`config.mk`:
```
export PLATFORM = sky130hd
export DESIGN_NAME = instr_stream_encoder
export DESIGN_NICKNAME = d
export VERILOG_FILES = /design/src/rtl/riscv_pkg.sv /design/src/rtl/instr_field_pack.sv /design/src/rtl/instr_stream_encoder.sv
export SDC_FILE = /design/constraint.sdc
export NUM_CORES = 1
export LEC_CHECK = 0
export ABC_AREA = 1
export BUFFER_PORTS_ARGS = -buffer_cell sky130_fd_sc_hd__clkbuf_2
export CAP_MARGIN = 15
export CORE_UTILIZATION = 43
export CTS_BUF_LIST = sky130_fd_sc_hd__clkbuf_4 sky130_fd_sc_hd__clkbuf_8
export CTS_CLUSTER_DIAMETER = 100
export CTS_CLUSTER_SIZE = 14
export DETAILED_ROUTE_END_ITERATION = 7
export GPL_TIMING_DRIVEN = 0
export PLACE_DENSITY = 0.67
export SLEW_MARGIN = 20
export SYNTH_ARGS = -nofsm -noshare
export SYNTH_HDL_FRONTEND = slang
export SYNTH_SLANG_ARGS = --single-unit
```
`constraint.sdc`:
```
create_clock -name clk -period 2.9 [get_ports clk]
set_input_delay 0.29 -clock clk [delete_from_list [all_inputs] [get_ports clk]]
set_output_delay 0.29 -clock clk [all_outputs]
set_load 0.01 [all_outputs]
```
`src/rtl/riscv_pkg.sv`:
```
// Shared RV32I encoding constants, request op enum and encoder FSM states.
// ENC_NOP_PAD_EN adds the PAD state used to fill the remaining words with NOPs.
package riscv_pkg;

   localparam logic [6:0] OPC_RTYPE  = 7'b0110011;
   localparam logic [6:0] OPC_LOAD   = 7'b0000011;
   localparam logic [6:0] OPC_STORE  = 7'b0100011;
   localparam logic [6:0] OPC_BRANCH = 7'b1100011;
   localparam logic [6:0] OPC_IALU   = 7'b0010011;

   localparam logic [2:0] F3_LW  = 3'b010;
   localparam logic [2:0] F3_SW  = 3'b010;
   localparam logic [2:0] F3_BEQ = 3'b000;

   localparam logic [6:0] F7_BASE = 7'b0000000;
   localparam logic [6:0] F7_ALT  = 7'b0100000;

   localparam logic [31:0] NOP_WORD = 32'h0000_0013;

   typedef enum logic [2:0] {
      OP_R    = 3'd0,
      OP_LW   = 3'd1,
      OP_SW   = 3'd2,
      OP_BEQ  = 3'd3,
      OP_IALU = 3'd4
   } req_op_e;

   typedef enum logic [1:0] {
      ST_IDLE,
      ST_ACTIVE,
`ifdef ENC_NOP_PAD_EN
      ST_FULL,
      ST_PAD
`else
      ST_FULL
`endif
   } enc_state_e;

   function automatic logic op_is_legal(input logic [2:0] op);
      return op <= OP_IALU;
   endfunction

endpackage

```
`src/rtl/instr_field_pack.sv`:
```
// Combinational packer: request op plus register/immediate fields into one RV32I word.
// Illegal ops produce a zero word and raise illegal.
module instr_field_pack
   import riscv_pkg::*;
(
   input  logic [2:0]  op,
   input  logic [4:0]  rd,
   input  logic [4:0]  rs1,
   input  logic [4:0]  rs2,
   input  logic [2:0]  funct3,
   input  logic        alt,
   input  logic [12:0] imm,
   output logic [31:0] word,
   output logic        illegal
);

   always_comb begin
      word    = '0;
      illegal = !op_is_legal(op);
      case (op)
         OP_R:    word = {(alt ? F7_ALT : F7_BASE), rs2, rs1, funct3, rd, OPC_RTYPE};
         OP_LW:   word = {imm[11:0], rs1, F3_LW, rd, OPC_LOAD};
         OP_SW:   word = {imm[11:5], rs2, rs1, F3_SW, imm[4:0], OPC_STORE};
         // branch offset is halfword-scaled, so imm[0] never reaches the word
         OP_BEQ:  word = {imm[12], imm[10:5], rs2, rs1, F3_BEQ, imm[4:1], imm[11], OPC_BRANCH};
         OP_IALU: word = {imm[11:0], rs1, funct3, rd, OPC_IALU};
         default: word = '0;
      endcase
   end

endmodule

```
`src/rtl/instr_stream_encoder.sv`:
```
// Session-based instruction writer: encodes requests and streams them into IMEM.
// Optional ENC_NOP_PAD_EN pads the rest of the session with NOPs after finish.
module instr_stream_encoder
   import riscv_pkg::*;
#(
   parameter int unsigned ADDR_W    = 8,
   parameter int unsigned DEPTH     = 64,
   parameter int unsigned BASE_ADDR = 0
) (
   input  logic              clk,
   input  logic              rst_n,
   input  logic              start,
   input  logic              finish,
   input  logic              req_valid,
   output logic              req_ready,
   input  logic [2:0]        req_op,
   input  logic [4:0]        req_rd,
   input  logic [4:0]        req_rs1,
   input  logic [4:0]        req_rs2,
   input  logic [2:0]        req_funct3,
   input  logic              req_alt,
   input  logic [12:0]       req_imm,
   output logic              imem_we,
   output logic [ADDR_W-1:0] imem_addr,
   output logic [31:0]       imem_wdata,
   output logic [ADDR_W:0]   count,
   output logic              full,
   output logic              done,
   output logic              err_illegal
);

   localparam logic [ADDR_W:0]   DEPTH_C = (ADDR_W+1)'(DEPTH);
   localparam logic [ADDR_W-1:0] BASE_C  = ADDR_W'(BASE_ADDR);

   enc_state_e state_q, state_d;

   logic [ADDR_W-1:0] addr_q;
   logic [ADDR_W:0]   count_q;
   logic [ADDR_W:0]   count_inc;
   logic [31:0]       enc_word;
   logic              enc_illegal;
   logic              accept;
   logic              wr_req;
   logic              pad_wr;
   logic              sess_start;
   logic              sess_close;

   instr_field_pack u_pack (
      .op      (req_op),
      .rd      (req_rd),
      .rs1     (req_rs1),
      .rs2     (req_rs2),
      .funct3  (req_funct3),
      .alt     (req_alt),
      .imm     (req_imm),
      .word    (enc_word),
      .illegal (enc_illegal)
   );

   assign count_inc = count_q + 1'b1;

   always_ff @(posedge clk or negedge rst_n) begin
      if (!rst_n) state_q <= ST_IDLE;
      else        state_q <= state_d;
   end

   always_comb begin
      state_d = state_q;
      case (state_q)
         ST_IDLE: begin
            if (start) state_d = ST_ACTIVE;
         end
         ST_ACTIVE: begin
            if (finish) begin
`ifdef ENC_NOP_PAD_EN
               // a coincident write may itself complete the session, so skip PAD then
               if ((wr_req ? count_inc : count_q) >= DEPTH_C) state_d = ST_IDLE;
               else                                          state_d = ST_PAD;
`else
               state_d = ST_IDLE;
`endif
            end else if (wr_req && count_inc == DEPTH_C) begin
               state_d = ST_FULL;
            end
         end
         ST_FULL: begin
            if (finish) state_d = ST_IDLE;
         end
`ifdef ENC_NOP_PAD_EN
         ST_PAD: begin
            if (count_inc >= DEPTH_C) state_d = ST_IDLE;
         end
`endif
         default: state_d = ST_IDLE;
      endcase
   end

   always_comb begin
      req_ready  = (state_q == ST_ACTIVE);
      accept     = req_valid && req_ready;
      wr_req     = accept && !enc_illegal;
      sess_start = (state_q == ST_IDLE) && start;
      sess_close = (state_q != ST_IDLE) && (state_d == ST_IDLE);
`ifdef ENC_NOP_PAD_EN
      pad_wr     = (state_q == ST_PAD);
`else
      pad_wr     = 1'b0;
`endif
   end

   always_ff @(posedge clk or negedge rst_n) begin
      if (!rst_n) begin
         addr_q      <= BASE_C;
         count_q     <= '0;
         imem_we     <= 1'b0;
         imem_addr   <= '0;
         imem_wdata  <= '0;
         done        <= 1'b0;
         err_illegal <= 1'b0;
      end else begin
         imem_we     <= wr_req || pad_wr;
         done        <= sess_close;
         err_illegal <= accept && enc_illegal;
         if (sess_start) begin
            addr_q  <= BASE_C;
            count_q <= '0;
         end else if (wr_req || pad_wr) begin
            imem_addr  <= addr_q;
            imem_wdata <= pad_wr ? NOP_WORD : enc_word;
            addr_q     <= addr_q + 1'b1;
            count_q    <= count_inc;
         end
      end
   end

   assign count = count_q;
   assign full  = (count_q == DEPTH_C);

endmodule

```
==> flow_metrics.tcl, run 1 <==
set metrics [dict create \
    final_common_cell "clkbuf_2" \
    die_w_um 82.4 \
    wl_per_cell_um 13.5 \
    fin_worst_skew_ns 0.00317 \
    cp_max_fo 6 \
    nets 479 \
    grt_overflow 0 \
    outcome "finished clean" \
    cts_setup_buffers 0 \
    fin_util_pct 59.3 \
    hpwl_um 5100 \
    synth.distinct_cells 32 \
    final_cell_mix "90 x clkbuf_2, 86 x nand2_1, 59 x dfrtp_1" \
    tns_ns 0 \
    placementRows 28 \
    design_area_um2 3590 \
    gp_congestion 0.794 \
    synth.avg_cell_area_um2 8.42 \
    syn_inst 330 \
    yosys_warnings 0 \
    holdPathStages 3 \
    io_buffers 91 \
    p_leak_nw 1.86 \
    setup_ws_ns 1.12 \
    die_h_um 82.4 \
    first_pass_iters 4 \
    post-place-ws_ns 1.24 \
    ys_seq_elements 59 \
    crit_required_ns 2.61 \
    ctsHoldBuffers 1 \
    wl_met3_um 391 \
    finalHoldViolations 0 \
    met1_length_um 3100 \
    cp.arrival_ns 1.49 \
    finalSetupViolations 0 \
    fin_cells 515 \
    antenna_found_initial 0 \
    postRouteAntennaNets 0 \
    fillers 567 \
    max_freq_mhz 562 \
    ioPinCount 94 \
    period_share_pct 61.4 \
    synth_area_um2 2780 \
    endpoint_kind "output pin" \
    post-place-cells 498 \
    grt_pass1_vias 2400 \
    via_per_inst 5.03 \
    globalRouteTotalUtil_pct 23.0 \
    drc 0 \
    clockRootBuffer "clkbuf_8" \
    num_antenna_cells 0 \
    wl_um 6940 \
    worst_hold_slack_ns 0.143 \
    cts.clk_slew.worst_paths_ns 0.07 \
    grt_max_degree 42 \
    placed_area_um2 3360 \
    rsz0062_at_grt "no" \
    dieArea_um2 6790 \
    cp-start-kind "register" \
    cts.sinks 59 \
    drive_gt1_share_pct 30.0 \
    cts_max_level 3 \
    drv_cap 0 \
    final_max_slew_viol_count 0 \
    r2r_cells 10 \
    cts_made_buffers 9 \
    hp-class "input port to register" \
    wl_met2_um 3330 \
    cts_tree "yes" \
    crit_type "register to output pin" \
    ys_seq_area_share_pct 53.1 \
    power_density_nw_per_um2 662 \
    worstSkewPairLatency_ns 0.34 \
    cts-resized-gates 0 \
    top_layer_used "met4" \
    grt_pass1_wl_um 11400 \
    peakVddDrop_v 0.000382 \
    areaGrowthSynthToFinish_pct 29.2 \
    p_total_mw 2.38 \
    drtIter0Drc 194 \
    period_minus_slack_ns 1.78 \
    start_util_pct 45.9 \
    clock_path_buffers 2 \
    vias 2592 \
    core-area_um2 6060 \
]
synth_stat cells:
master / count / area (um^2)
nor3b_1: 1 / 7.51
inv_2: 2 / 7.51
nand4_1: 3 / 18.8
conb_1: 1 / 3.75
inv_4: 1 / 6.26
clkbuf_1: 1 / 3.75
inv_1: 28 / 105
nor2_2: 1 / 6.26
nand2_4: 1 / 11.3
nor2_4: 1 / 11.3
nand2_1: 86 / 323
dfrtp_1: 59 / 1480
buf_4: 4 / 30.0
buf_6: 2 / 22.5
xor2_1: 1 / 8.76
o21ai_0: 30 / 150
buf_2: 8 / 40.0
or2_2: 1 / 6.26
nor4_1: 1 / 6.26
a21oi_2: 1 / 8.76
o21ai_1: 4 / 20.0
maj3_1: 1 / 10.0
nor2_1: 34 / 128
a31oi_1: 8 / 50.1
nand2_8: 1 / 20.0
ha_1: 4 / 50.1
a221oi_1: 4 / 35.0
nand2_2: 1 / 6.26
nor3_1: 5 / 25.0
nand3_1: 23 / 115
a21oi_1: 6 / 30.0
o22ai_1: 6 / 37.5
cells by family (layout without fill, tap and decap cells):
family / count (synthesis) / count (layout) / share of synthesized area (%)
xor gates and xnor gates: 1 / 1 / 0.315
DFF: 59 / 59 / 53.1
adders and majority gates: 5 / 5 / 2.16
buffers and inverters: 46 / 155 / 7.74
and+or+nand+nor: 159 / 159 / 24.6
AOI/OAI and AO/OA: 59 / 59 / 11.9
other: 1 / 2 / 0.135
critical path: stages, from the launching register on:
cell	delay, ns
dfrtp_1	0.44
inv_1	0.14
ha_1	0.17
nand4_1	0.09
nor3_1	0.15
clkbuf_2	0.16
final timing paths:
check / from / to / slack, ns
worst min register to register: imem_wdata[16] / imem_wdata[16] / 0.48
min in group asynchronous: rst_n / count[5] / 0.39
worst min-delay path: req_rs1[2] / imem_wdata[17] / 0.14
worst max-delay path: count[0] / full / 1.12
max in group asynchronous: rst_n / err_illegal / 2.01
worst max register to register: count[1] / state_q[0] / 1.25
layout make-up:
class	count	area, um^2	area share (%)
inverters	31	119	3.31
multi-input cells	226	1090	30.4
clock inverters	5	75.1	2.09
well taps	75	93.8	2.61
flip-flops and latches	59	1480	41.1
clock buffers	11	151	4.21
repair buffers	93	488	13.6
plain buffers	15	96.3	2.68
layer usage:
metal / vias to the layer above / track usage [%]
li1: 1288 / -
met1: 1209 / 29.9
met2: 84 / 36.8
met3: 11 / 4.40
met4: 0 / 11.1
met5: - / 0
flip-flops by register name (all words and copies together) (netlist names):
signal and count:
addr_q 8, count 9, done 1, err_illegal 1, imem_addr 8, imem_wdata 29
imem_we 1, state_q 2
power by group:
part	switching [mW]	internal [mW]
logic	0.286	0.200
clock network	0.329	0.526
registers	0.0843	0.952
total	0.699	1.68
Power figures use the tool's default switching activity.
==> inputs of run 2 (changes only) <==
==> constraint.sdc (replaced) <==
create_clock -name clk -period 1.7 [get_ports clk]
set_input_delay 0.17 -clock clk [delete_from_list [all_inputs] [get_ports clk]]
set_output_delay 0.17 -clock clk [all_outputs]
set_load 0.01 [all_outputs]
==> run 2 against run 1 <==
Register-to-register slack worse by 1.1 ns. Highest routed layer unchanged. Clock power is 71% higher. Critical path depth stayed put. Non-clock buffer count stayed put. Largest power group unchanged. Via count is 0.73% lower. Final area is 0.35% higher. Power is 71% higher. Setup slack worse by 1.0 ns.
==> flow_metrics.tcl, run 2 (synthesis gave the netlist of run 1 again) <==
set metrics [dict create \
    outcome "finished clean" \
    grt_max_degree 42 \
    drc 0 \
    p_total_mw 4.07 \
    globalRouteTotalUtil_pct 23.0 \
    drtIter0Drc 184 \
    vias 2573 \
    hpwl_um 5100 \
    postRouteAntennaNets 0 \
    hp-class "input port to register" \
    r2r_cells 10 \
    period_minus_slack_ns 1.58 \
    r2r_slack_ns 0.12 \
    crit_required_ns 1.53 \
    core-area_um2 6060 \
    final_common_cell "clkbuf_2" \
    placed_area_um2 3360 \
    dieArea_um2 6790 \
    finalSetupViolations 0 \
    io_buffers 91 \
    regMostFlops "imem_wdata" \
    final_max_slew_viol_count 0 \
    peakVddDrop_v 0.000652 \
    grt_pass1_vias 2400 \
    die_w_um 82.4 \
    power_density_nw_per_um2 1130 \
    period_share_pct 92.8 \
    clock_path_buffers 2 \
    start_util_pct 45.9 \
    fin_util_pct 59.5 \
    post-place-ws_ns 0.0418 \
    cts_max_level 3 \
    cts.clk_slew.worst_paths_ns 0.07 \
    cts_setup_buffers 0 \
    wl_per_cell_um 13.7 \
    timing.rr.start "count[1]" \
    cp.arrival_ns 1.41 \
    holdPathStages 3 \
    via_per_inst 5.00 \
    cts_tree "yes" \
    cp-start-kind "register" \
    grt_pass1_wl_um 11400 \
    clockRootBuffer "clkbuf_8" \
    hold_end "imem_wdata[17]" \
    endpoint_kind "output pin" \
    crit_type "register to output pin" \
    wl_um 7040 \
    worstReg2RegEnd "state_q[0]" \
    num_antenna_cells 0 \
    drv_cap 0 \
    drive_gt1_share_pct 31.4 \
    min-delay-start "req_rs1[2]" \
    first_pass_iters 4 \
    placementRows 28 \
    final_cell_mix "89 x clkbuf_2, 86 x nand2_1, 57 x dfrtp_1" \
    worstSkewPairLatency_ns 0.34 \
    cp_max_fo 6 \
    gp_congestion 0.794 \
    p_leak_nw 1.86 \
    antenna_found_initial 0 \
    design_area_um2 3600 \
    grt_overflow 0 \
    die_h_um 82.4 \
    ioPinCount 94 \
    largest_register_ffs 29 \
    nets 479 \
    areaGrowthSynthToFinish_pct 29.7 \
    cts_made_buffers 9 \
    cts.sinks 59 \
    finalHoldViolations 0 \
    fin_worst_skew_ns 0.00254 \
    setup_ws_ns 0.123 \
    max_freq_mhz 634 \
]
run 2: cell count changes in the layout (fill, tap and decap cells not counted), sizes merged:
cell	previous run	this run
buf	15	16
clkbuf	103	102
run 2: area by class of cell:
| type | count | area, um^2 |
|---|---|---|
| fill | 566 | 2460 |
| sequential | 59 | 1480 |
| multi-input combinational | 226 | 1100 |
| timing repair buffer | 93 | 488 |
| clock buffer | 11 | 151 |
| inverter | 31 | 119 |
| buffer | 15 | 96.3 |
| tap | 75 | 93.8 |
| clock inverter | 5 | 75.1 |
run 2: through the flow:
step / TNS (ns) / instances / hold slack, ns
finish: 0 / 515 / 0.0204
global route: -0.00456 / 515 / 0.0256
CTS: 0 / 515 / 0.00952
detailed placement: 0 / 498 / 0.101
global placement: 0 / 497 / 0.366
floorplan: 0 / 331 / -0.126
run 2: repair_timing:
| item | CTS | global route |
|---|---|---|
| hold endpoints to repair | 18 | 0 |
| setup endpoints to repair | 0 | 6 |
| hold buffers | 1 | 0 |
| resized for setup | 0 | 7 |
run 2: worst max path at each step:
stage	startpoint	cells after the start	endpoint	slack (ns)
CTS	count[1]	10	state_q[0]	0.02
global placement	count[1]	10	state_q[0]	0.10
finish	count[0]	5	full	0.12
detailed placement	count[1]	10	state_q[0]	0.04
global route	count[1]	10	state_q[0]	-0.005
floorplan	count[1]	10	state_q[0]	0.24
run 2: power by group:
group	total (mW)	switching (mW)	internal, mW
Combinational	0.832	0.490	0.342
Clock	1.46	0.567	0.897
Sequential	1.77	0.146	1.63
run 2: routing by layer:
metal / wire length (um) / track usage, % / part of all wire (%)
met1: 3130 / 29.9 / 44
met2: 3440 / 36.8 / 49
met3: 390 / 4.40 / 5.5
met4: 87 / 11.1 / 1.2
met5: 0 / 0 / 0
run 2: worst max-delay path, stage by stage (launching register included):
cell and delay (ns):
dfrtp_2 0.45, inv_2 0.09, ha_1 0.16, nand4_1 0.11, nor3_2 0.10, buf_2 0.15
==> inputs of run 3 (changes only) <==
--- a/config.mk
+++ b/config.mk
@@ -5,7 +5,6 @@
 export SDC_FILE = /design/constraint.sdc
 export NUM_CORES = 1
 export LEC_CHECK = 0
-export ABC_AREA = 1
 export BUFFER_PORTS_ARGS = -buffer_cell sky130_fd_sc_hd__clkbuf_2
 export CAP_MARGIN = 15
 export CORE_UTILIZATION = 43
==> constraint.sdc (replaced) <==
create_clock -name clk -period 1.8 [get_ports clk]
set_input_delay 0.18 -clock clk [delete_from_list [all_inputs] [get_ports clk]]
set_output_delay 0.18 -clock clk [all_outputs]
set_load 0.01 [all_outputs]
==> run 3 against run 2 <==
Non-clock buffer count up 4. Final area up 0.69%. First-iteration DRC count down 2.7%. Power down 10%. Flip-flop and latch count unchanged. Register-to-register slack worse by 0.02 ns. Critical endpoint unchanged. Clock-buffer cell count up 2. Wire length down 4.4%. Synthesized cell count down 7.6%. Worst hold slack better by 0.015 ns. Via count down 3.0%. Combinational power down 8.9%.
==> flow_metrics.tcl, run 3 <==
set metrics [dict create \
    outcome "finished clean" \
    hpwl_um 4800 \
    nets 451 \
    regMostFlops "imem_wdata" \
    worst_hold_slack_ns 0.0350 \
    ys_seq_area_share_pct 52.2 \
    dieArea_um2 6900 \
    tightestPinTransition_ns 0.551 \
    ioPinCount 94 \
    wl_um 6730 \
    crit_type "register to output pin" \
    first_pass_iters 4 \
    p_leak_nw 1.87 \
    yosys_warnings 0 \
    cts_made_buffers 9 \
    final_cell_mix "90 x clkbuf_2, 70 x nand2_1, 56 x dfrtp_1" \
    cts_max_level 3 \
    period_share_pct 96.0 \
    cts.clk_slew.worst_paths_ns 0.07 \
    power_density_nw_per_um2 1010 \
    die_w_um 83.1 \
    postRouteAntennaNets 0 \
    endpoint_kind "output pin" \
    yosysTopAreaCellShare_pct 52.2 \
    gp_congestion 0.830 \
    cp-start-kind "register" \
    drc 0 \
    drtIter0Drc 179 \
    synth_common_cells "71 x nand2_1, 59 x dfrtp_1, 36 x nor2_1, 21 x o21ai_0, 11 x nand3_1" \
    fin_cells 488 \
    die_h_um 83.1 \
    globalRouteTotalUtil_pct 20.4 \
    finalHoldViolations 0 \
    cp_max_fo 9 \
    final_common_cell "clkbuf_2" \
    period_minus_slack_ns 1.73 \
    crit_required_ns 1.62 \
    cts_tree "yes" \
    placementRows 29 \
    grt_pass1_vias 2334 \
    synth_edf_count 0 \
    finalSetupViolations 0 \
    largest_register_ffs 29 \
    clockRootBuffer "clkbuf_8" \
    async_reset_ff_share_pct 100 \
    via_per_inst 5.12 \
    hp-class "input port to register" \
    grt_pass1_wl_um 11200 \
    peakVddDrop_v 0.000675 \
    synth_ff_type "dfrtp_1" \
    post-place-cells 474 \
    ys_seq_elements 59 \
    cp.arrival_ns 1.55 \
    final_max_slew_viol_count 0 \
    antenna_found_initial 0 \
    grt_overflow 0 \
    vias 2497 \
    synth.avg_cell_area_um2 9.27 \
    grt_max_degree 34 \
    worstSkewPairLatency_ns 0.33 \
    areaGrowthSynthToFinish_pct 28.4 \
    syn_inst 305 \
    yosysMostFrequentCell "nand2_1" \
    max_freq_mhz 579 \
    fin_worst_skew_ns 0.00369 \
    synth_area_um2 2830 \
    drv_cap 0 \
    synth_area_leaders "dfrtp_1 52%, nand2_1 9.4%, nor2_1 4.8%" \
    drive_gt1_share_pct 32.8 \
    fillers 587 \
    start_util_pct 44.5 \
    clock_path_buffers 2 \
    seqCellArea_um2 1480 \
    num_antenna_cells 0 \
    io_buffers 90 \
    core-area_um2 6350 \
    rsz0062_at_grt "no" \
    slew_headroom_pct 63.3 \
    wl_per_cell_um 13.8 \
    yosysTopAreaCell "dfrtp_1" \
    multi_input_area_um2 1230 \
    synth.distinct_cells 46 \
    cts.sinks 59 \
]
-- run 3: cell types whose count changed after synthesis, moves of 7 or more --
| cell | previous run | this run |
|---|---|---|
| inv_1 | 28 | 5 |
| nand2_1 | 86 | 71 |
| nand3_1 | 23 | 11 |
| o21ai_0 | 30 | 21 |
| xnor2_1 | 0 | 7 |
-- run 3: critical path, stage by stage (launching register included) --
cell and delay, ns:
dfrtp_1 0.47, nor4b_1 0.37, and4b_1 0.25, clkbuf_2 0.13
-- run 3: per-stage QoR --
stage | area (um^2) | total power [mW] | setup TNS (ns) | setup WS [ns] | utilization [%]
2_1_floorplan | 2830 | 2.08 | 0 | 0.00566 | -
3_3_place_gp | 3380 | 2.42 | -0.138 | -0.138 | 53.2
3_5_place_dp | 3400 | 2.45 | -0.207 | -0.149 | 53.5
4_1_cts | 3620 | 3.70 | 0 | 0.0237 | 57.0
5_1_grt | 3630 | 3.87 | 0 | 0.00263 | 57.2
6_report | 3630 | 3.66 | 0 | 0.0715 | 57.2
-- run 3: power by group --
| part | leakage, nW | switching [mW] | total, mW | internal (mW) |
|---|---|---|---|---|
| logic | 1.00 | 0.438 | 0.758 | 0.320 |
| registers | 0.761 | 0.131 | 1.66 | 1.53 |
| clock network | 0.106 | 0.503 | 1.24 | 0.737 |
-- run 3: kinds of logic after synthesis --
| kind of cell | share of synthesized area (%) |
|---|---|
| other cells | 0.133 |
| compound gates | 13.2 |
| fa+ha+maj | 2.12 |
| mux | 1.11 |
| buf+inv | 5.18 |
| simple gates | 22.9 |
| xor+xnor | 3.10 |
| flops | 52.2 |
-- run 3: worst paths after layout --
path                                    start             end  slack, ns  cells past startpoint
worst max-delay path                 count[7]            full       0.07                      3
worst min-delay path               req_rs1[0]  imem_wdata[15]       0.03                      3
worst max register to register     state_q[1]      state_q[0]       0.10                      6
worst min register to register  imem_wdata[6]   imem_wdata[6]       0.47                      2
max in group asynchronous               rst_n        count[1]       0.95                      3
min in group asynchronous               rst_n  imem_wdata[18]       0.33                      2
-- run 3: area by class of cell --
type                    instances  area share (%)
flip-flops and latches         59            40.8
multi-input cells             219            33.8
well taps                      77            2.65
plain buffers                  20            3.31
repair buffers                 92            13.3
clock inverters                 2           0.965
clock buffers                  13            4.58
inverters                       6           0.620
-- run 3: timing repair --
item,CTS,global route
endpoints found under the hold margin,26,0
gates resized for setup,4,7
endpoints found under the setup margin,10,11
setup buffers,0,0
hold buffers,1,0
-- run 3: routing by layer --
metal  track usage, %  wire [um]  share of wire, %
met1             27.0       3090                46
met4             8.46         89               1.3
met5                0          0                 0
met2             32.0       3120                46
met3             5.07        430               6.4
